[config.mk]
export PLATFORM = sky130hd
export DESIGN_NAME = forwarding_unit
export DESIGN_NICKNAME = d
export VERILOG_FILES = /design/src/rtl/forwarding_unit.sv
export SDC_FILE = /design/constraint.sdc
export NUM_CORES = 1
export LEC_CHECK = 0
export ABC_AREA = 1
export CAP_MARGIN = 10
export CORE_ASPECT_RATIO = 1.25
export CORE_MARGIN = 1.5
export CORE_UTILIZATION = 42
export CTS_CLUSTER_DIAMETER = 100
export CTS_CLUSTER_SIZE = 16
export DETAILED_ROUTE_END_ITERATION = 7
export PLACE_DENSITY = 0.77
export SLEW_MARGIN = 10
export SYNTH_ARGS = -nofsm -noshare
export SYNTH_HDL_FRONTEND = slang
export SYNTH_SLANG_ARGS = --single-unit
[constraint.sdc]
create_clock -name clk -period 2.85 [get_ports clk]
set_clock_uncertainty 0.2 [all_clocks]
set_input_delay 0.855 -clock clk [delete_from_list [all_inputs] [get_ports clk]]
set_output_delay 0.855 -clock clk [all_outputs]
set_load 0.01 [all_outputs]
[src/rtl/forwarding_unit.sv]
// Operand forwarding select for a 5-stage pipeline, with saturating
// statistics of how often each bypass path is taken.

module fwd_lane #(
   parameter int REG_W = 5
) (
   input  logic [REG_W-1:0] src,
   input  logic [REG_W-1:0] rd_ex,
   input  logic [REG_W-1:0] rd_wb,
   input  logic             ex_we,
   input  logic             wb_we,
   output logic [1:0]       sel
);
   // EX/MEM is checked last so it overrides MEM/WB: it holds the newer value.
   always_comb begin
      sel = 2'b00;
      if (wb_we && (rd_wb != '0) && (rd_wb == src)) sel = 2'b01;
      if (ex_we && (rd_ex != '0) && (rd_ex == src)) sel = 2'b10;
   end
endmodule

module forwarding_unit #(
   parameter int REG_W = 5,
   parameter int CNT_W = 16
) (
   input  logic             clk,
   input  logic             rst_n,
   input  logic [REG_W-1:0] Registro1,
   input  logic [REG_W-1:0] Registro2,
   input  logic [REG_W-1:0] Rd_execute,
   input  logic [REG_W-1:0] Rd_writeback,
   input  logic             ex_regwrite,
   input  logic             wb_regwrite,
   input  logic             stat_clr,
   output logic [1:0]       forwardA,
   output logic [1:0]       forwardB,
   output logic [CNT_W-1:0] fwd_ex_cnt,
   output logic [CNT_W-1:0] fwd_wb_cnt,
   output logic [3:0]       fwd_last
);
   localparam int NUM_LANES = 2;

   // Lane 1 is operand A, lane 0 is operand B.
   logic [NUM_LANES-1:0][REG_W-1:0] src;
   logic [NUM_LANES-1:0][1:0]       sel;

   assign src = {Registro1, Registro2};

   for (genvar i = 0; i < NUM_LANES; i++) begin : g_lane
      fwd_lane #(.REG_W(REG_W)) u_lane (
         .src   (src[i]),
         .rd_ex (Rd_execute),
         .rd_wb (Rd_writeback),
         .ex_we (ex_regwrite),
         .wb_we (wb_regwrite),
         .sel   (sel[i])
      );
   end

   assign forwardA = sel[1];
   assign forwardB = sel[0];

   logic [1:0]     ex_hits, wb_hits;
   logic [CNT_W:0] ex_sum, wb_sum;

   always_comb begin
      ex_hits = 2'd0;
      wb_hits = 2'd0;
      for (int i = 0; i < NUM_LANES; i++) begin
         if (sel[i] == 2'b10) ex_hits = ex_hits + 2'd1;
         if (sel[i] == 2'b01) wb_hits = wb_hits + 2'd1;
      end
      ex_sum = {1'b0, fwd_ex_cnt} + {{(CNT_W-1){1'b0}}, ex_hits};
      wb_sum = {1'b0, fwd_wb_cnt} + {{(CNT_W-1){1'b0}}, wb_hits};
   end

   always_ff @(posedge clk or negedge rst_n) begin
      if (!rst_n) begin
         fwd_ex_cnt <= '0;
         fwd_wb_cnt <= '0;
         fwd_last   <= '0;
      end else begin
         fwd_last <= {forwardA, forwardB};
         if (stat_clr) begin
            fwd_ex_cnt <= '0;
            fwd_wb_cnt <= '0;
         end else begin
            // Carry out of the widened sum means the counter would wrap.
            fwd_ex_cnt <= ex_sum[CNT_W] ? '1 : ex_sum[CNT_W-1:0];
            fwd_wb_cnt <= wb_sum[CNT_W] ? '1 : wb_sum[CNT_W-1:0];
         end
      end
   end
endmodule

==> results of run 1 <==
-- placed cells by master (no fill, tap or decap), types with 3 or more instances in the layout --
cell type,synthesis,layout
nand4_4,2,3
dfrtp_1,36,36
nor2_4,2,8
nor2_1,42,35
buf_4,0,22
nand3_1,21,11
nand2_2,0,8
clkbuf_8,0,5
nand4_1,5,5
ha_4,0,4
nand3_2,0,10
xnor2_2,0,7
o21ai_1,4,7
inv_1,35,34
buf_2,1,5
xor2_1,20,19
clkdlybuf4s50_1,0,38
a21oi_1,15,6
nand2_1,74,66
a21oi_2,5,14
nor3_1,4,3
xnor2_1,14,6
buf_8,0,5
buf_6,2,26
-- final timing paths --
check	start	end	slack, ns	cells past startpoint
worst min-delay path	fwd_ex_cnt[14]	fwd_ex_cnt[14]	0.43	4
worst max-delay path	Rd_execute[1]	fwd_wb_cnt[8]	-0.26	16
worst max register to register	fwd_wb_cnt[0]	fwd_wb_cnt[11]	0.96	8
min in group asynchronous	rst_n	fwd_wb_cnt[5]	0.78	2
max in group asynchronous	rst_n	fwd_ex_cnt[0]	1.33	2
worst min register to register	fwd_ex_cnt[14]	fwd_ex_cnt[14]	0.43	4
-- logic make-up after synthesis --
family                   Yosys count  synth area share
adder cells (fa/ha/maj)            8            0.0489
AND/OR/NAND/NOR                  154             0.301
AO/OA/AOI/OAI                     29            0.0696
buffers and inverters             41            0.0722
XOR/XNOR                          34             0.126
flip-flops                        36             0.382
-- critical path: stages --
cell     delay (ns)
buf_6          0.11
xnor2_1        0.14
nand2_1        0.08
nor2_1         0.14
nand2_1        0.13
nor2_4         0.15
nor2_2         0.07
ha_4           0.28
ha_4           0.14
fa_2           0.24
nand3_4        0.11
nor2_8         0.20
nand4_4        0.20
nand2_1        0.13
nor2_1         0.04
nor2_1         0.08
-- layer usage --
layer,part of all wire,track usage
met1,0.39,0.247
met2,0.56,0.435
met3,0.032,0.0326
met4,0.018,0.0769
met5,0,0
-- registers in the layout (all words and copies together), names as in the netlist --
name        count
fwd_last        4
fwd_wb_cnt     16
fwd_ex_cnt     16
-- power groups by stage --
stage | sequential (mW) | clock [mW] | combinational [mW]
finish | 0.514 | 0.459 | 0.157
global route | 0.515 | 0.488 | 0.168
CTS | 0.514 | 0.469 | 0.139
detailed placement | 0.524 | 0 | 0.127
global placement | 0.524 | 0 | 0.125
floorplan | 0.525 | 0 | 0.0471
-- Yosys cell counts --
master / instances
o21ai_1: 4
nand4_1: 5
nor2_2: 1
clkbuf_1: 2
buf_2: 1
fa_1: 2
nand3_4: 1
a21oi_1: 15
dfrtp_1: 36
xor2_1: 20
ha_1: 6
a21oi_2: 5
nand3b_1: 1
nand2_1: 74
nor2_4: 2
o21ai_0: 5
inv_2: 1
nand4_4: 2
inv_1: 35
nor2_1: 42
nor3_1: 4
nor2_8: 1
xnor2_1: 14
nand3_1: 21
buf_6: 2
-- area by class of cell --
cell class | count | area, µm² | area share
clock inverter | 3 | 42.5 | 0.0111
timing repair buffer | 99 | 967 | 0.253
tap | 64 | 80.1 | 0.0209
sequential | 36 | 901 | 0.236
clock buffer | 5 | 68.8 | 0.0180
inverter | 36 | 138 | 0.0360
multi-input combinational | 227 | 1630 | 0.425
-- per-stage QoR --
step                      utilization  TNS, ns  hold WS (ns)  std cells
final                           0.707    -5.88         0.428        470
after global placement          0.609   -31.35         0.395        444
after global routing            0.707    -8.68         0.478        470
after floorplan                     -    -6.89         0.359        302
after CTS                       0.676    -3.01         0.439        467
after detailed placement        0.609   -33.21         0.414        444
-- what timing repair did --
item / in CTS / in global routing
cloned: 2 / 0
pin swaps: 40 / 29
hold buffers: 0 / 0
buffers inserted: 13 / 6
resized for setup: 155 / 34
endpoints found under the setup margin: 36 / 36
==> flow_summary_export.csv, run 1 <==
group,metric,value,unit
run_status,outcome,"finished with violations",
run_status,violations,"negative setup slack",
place,port_buffers,64,
drt,drc,0,
critical_path,cp_max_fo,8,
pwr,ir_drop,301,µV
die,die_area,6070,µm²
sta,min_period,3.11,ns
place,placed_area,3290,µm²
die,fp.dieW,70.0,µm
sta,clock.fmax,0.321,GHz
pwr,sw_frac_of_total,0.246,
critical_path,cp.arrival,3.13,ns
grt,grt_start_max_net_pins,37,
cells_and_area,final_nets,438,
clock_network,clockBufferDepth,2,
pwr,combPwrFrac,0.139,
synth,synth_top_cell_area_share,0.382,
clock_network,clkSinkCount,36,
drt,antenna_left,0,
cells_and_area,fill_cells,417,
critical_path,cp-end-kind,"flip-flop",
pwr,p_sw,0.279,mW
synth,synthesis.instances,302,
pwr,p_per_area,296,nW/µm²
drt,vias,2389,
synth,synth.yosys.seq_area_share,0.382,
sta,drv_slew,0,
die,die_y,86.7,µm
clock_network,cts_buffers,5,
sta,slew_headroom,0.686,
place,hpwlAfterDp,4.53,mm
cells_and_area,syn_to_final_growth,62.3,%
grt,antenna_found_initial,0,
synth,yosys.area.top_type,"dfrtp_1",
clock_network,clockRootBuffer,"clkbuf_8",
cells_and_area,drive_above_1_share,0.330,
die,start_util,0.436,
synth,synth_area_leaders,"dfrtp_1 38%, nand2_1 12%, xor2_1 7.4%",
drt,first_pass_iters,4,
place,gp_congestion,0.852,
sta,rsz0062_at_grt,"true",
clock_network,clock_latency,0.29,ns
grt,overflow,0,
synth,synth_fp_nets,335,
pwr,internal_power,0.852,mW
pwr,pwr-share-clk,0.406,
pwr,power_leakage,1.82,nW
synth,yosysWarnings,0,
clock_network,cts_tree,"built",
drt,drt_wl_total,7.08,mm
sta,finalSetupViolCount,35,
place,dpl_worst_slack,-0.997,ns
sta,tightest_slew,0.471,ns
drt,wire_per_inst,15.1,µm
sta,hold_violations,0,
sta,worst_slack,-0.261,ns
critical_path,critPathRequiredTime,2.87,ns
critical_path,setup.worst_path.class,"input pin to flip-flop",
die,io_pins,65,
flow_run,drv_cap,0,
drt,drt_iter0_drc,161,
die,core_area,5410,µm²
drt,avgViaCountPerCell,5.08,
synth,synthesis.area,2360,µm²
pwr,power,1.13,mW
grt,grt_pass1_vias,2382,
synth,synth_seq_cells,36,
critical_path,worst_setup_path_start_kind,"input pin",
clock_network,htreeDepth,2,
pwr,seqPwrFrac,0.455,
cells_and_area,fin_area,3820,µm²
sta,finalCritPeriodShare,1.09,
synth,synth_cell_types,25,
grt,grt_usage,0.224,
cells_and_area,num_antenna_cells,0,
grt,grt_pass1_wl,10.8,mm
clock_network,clkTransAtPathRegs,0.08,ns
die,row_count,30,
min_path,hp-class,"flip-flop to flip-flop",
synth,postSynthAreaPerCell,7.80,µm²
No activity file was read; power rests on OpenSTA's default activity.
==> run 2: changes to the inputs <==
--- a/config.mk
+++ b/config.mk
@@ -11,7 +11,6 @@
 export CORE_MARGIN = 1.5
 export CORE_UTILIZATION = 42
 export CTS_CLUSTER_DIAMETER = 100
-export CTS_CLUSTER_SIZE = 16
 export DETAILED_ROUTE_END_ITERATION = 7
 export PLACE_DENSITY = 0.77
 export SLEW_MARGIN = 10
==> constraint.sdc (replaced) <==
create_clock -name clk -period 3.8 [get_ports clk]
set_clock_uncertainty 0.2 [all_clocks]
set_input_delay 1.14 -clock clk [delete_from_list [all_inputs] [get_ports clk]]
set_output_delay 1.14 -clock clk [all_outputs]
set_load 0.01 [all_outputs]
==> flow_summary_export.csv, run 2 (synthesized netlist as in run 1, its figures left out) <==
group,metric,value,unit
cells_and_area,multi_input_area,1350,µm²
critical_path,ff2ff_path_depth,8,
clock_network,clockBufferDepth,2,
drt,antenna_left,0,
die,die_area,6070,µm²
drt,vias,2295,
clock_network,clkTransAtPathRegs,0.06,ns
grt,overflow,0,
sta,tightest_slew,0.826,ns
drt,first_pass_iters,4,
sta,drv_slew,0,
sta,hold_violations,0,
cells_and_area,largestRegisters,"fwd_ex_cnt: 16 flops, fwd_wb_cnt: 16 flops, fwd_last: 4 flops",
sta,min_period,3.68,ns
pwr,p_sw,0.180,mW
die,fp.dieW,70.0,µm
critical_path,rr_startpoint,"fwd_ex_cnt[0]",
pwr,sw_frac_of_total,0.247,
drt,drc,0,
drt,wire_per_inst,12.4,µm
die,io_pins,65,
pwr,p_per_area,215,nW/µm²
die,row_count,30,
clock_network,clkSinkCount,36,
pwr,ir_drop,116,µV
cells_and_area,fin_cells,459,
place,port_buffers,64,
place,placed_cells,444,
cells_and_area,final_common_cell,"nand2_1",
pwr,power_leakage,1.73,nW
die,core_area,5410,µm²
critical_path,cp.arrival,2.34,ns
run_status,outcome,"complete, no violations",
cells_and_area,final_nets,428,
clock_network,cts_hold_buf,0,
pwr,combPwrFrac,0.116,
critical_path,worst_setup_path_start_kind,"input pin",
grt,grt_usage,0.196,
flow_run,drv_cap,0,
cells_and_area,num_antenna_cells,0,
grt,grt_pass1_vias,2185,
critical_path,setup.worst_path.class,"input pin to output pin",
grt,grt_pass1_wl,9.53,mm
sta,holdWs,0.424,ns
die,start_util,0.436,
min_path,holdCritStartpoint,"fwd_wb_cnt[14]",
drt,drt_wl_total,5.69,mm
sta,clock.fmax,0.272,GHz
min_path,holdPathStages,4,
critical_path,startpoint,"ex_regwrite",
drt,avgViaCountPerCell,5.00,
clock_network,cts_tree,"built",
cells_and_area,area.sequential,901,µm²
grt,antenna_found_initial,0,
pwr,seqPwrFrac,0.529,
cells_and_area,syn_to_final_growth,44.2,%
grt,grt_start_max_net_pins,37,
place,gp_congestion,0.842,
drt,drt_iter0_drc,91,
pwr,pwr-share-clk,0.355,
min_path,hp-class,"flip-flop to flip-flop",
cells_and_area,mostFrequentLayoutCells,"73 x nand2_1, 40 x nor2_1, 39 x clkdlybuf4s50_1",
cells_and_area,drive_above_1_share,0.144,
sta,finalCritPeriodShare,0.967,
place,hpwlAfterDp,4.26,mm
critical_path,cp_max_fo,5,
sta,finalSetupViolCount,0,
cells_and_area,fill_cells,486,
clock_network,htreeDepth,2,
critical_path,critPathRequiredTime,2.46,ns
clock_network,clock_latency,0.29,ns
clock_network,cts_buffers,5,
sta,slew_headroom,0.450,
clock_network,clockRootBuffer,"clkbuf_8",
die,die_y,86.7,µm
sta,rsz0062_at_grt,"false",
critical_path,cp-end-kind,"output pin",
pwr,internal_power,0.549,mW
[run 2: power by group through the flow]
stage | Sequential, mW | Clock [mW] | Combinational (mW)
6_report | 0.386 | 0.259 | 0.0845
4_1_cts | 0.385 | 0.263 | 0.0861
3_5_place_dp | 0.393 | 0 | 0.0869
2_1_floorplan | 0.394 | 0 | 0.0302
3_3_place_gp | 0.393 | 0 | 0.0848
5_1_grt | 0.386 | 0.282 | 0.0937
[run 2: final cells by class]
class | count | share of cell area
clock buffers | 6 | 0.0214
clock inverters | 1 | 0.00147
inverters | 36 | 0.0398
multi-input cells | 226 | 0.397
flip-flops and latches | 36 | 0.265
well taps | 64 | 0.0236
repair buffers | 90 | 0.251
[run 2: worst max-delay path, stage by stage]
cell and delay, ns:
clkdlybuf4s50_1 0.51, o21ai_4 0.09, nor3_4 0.26, nor2_1 0.10, clkdlybuf4s15_2 0.24
[run 2: metrics by stage]
step | total power [mW] | instance area (µm²) | TNS [ns] | setup WS (ns) | utilization
2_1_floorplan | 0.424 | 2360 | 0 | 0.145 | -
6_report | 0.729 | 3400 | 0 | 0.125 | 0.629
5_1_grt | 0.762 | 3400 | 0 | 0.0115 | 0.629
4_1_cts | 0.735 | 3290 | 0 | 0.00935 | 0.609
3_5_place_dp | 0.480 | 3200 | -15.21 | -0.501 | 0.591
3_3_place_gp | 0.477 | 3200 | -11.93 | -0.421 | 0.591
[run 2: worst paths after layout]
| kind | slack, ns | endpoint |
|---|---|---|
| hold / removal | 0.42 | fwd_wb_cnt[14] |
| setup reg to reg | 1.89 | fwd_ex_cnt[10] |
| hold reg to reg | 0.42 | fwd_wb_cnt[14] |
| min in group asynchronous | 0.74 | fwd_wb_cnt[8] |
| setup / recovery | 0.12 | forwardB[0] |
| max in group asynchronous | 2.13 | fwd_last[3] |
[run 2: per-layer routing]
metal	vias up	GRT usage	wire [µm]	part of all wire
li1	1140	-	-	-
met1	1079	0.226	2280	0.40
met2	66	0.346	3000	0.53
met3	10	0.0488	278	0.049
met4	0	0.0857	130	0.023
met5	-	0	0	0
[run 2: repair_timing]
item,in CTS,in global routing
buffers inserted,1,6
endpoints found under the setup margin,36,36
pin swaps,3,13
gates cloned,0,1
resized for setup,26,17
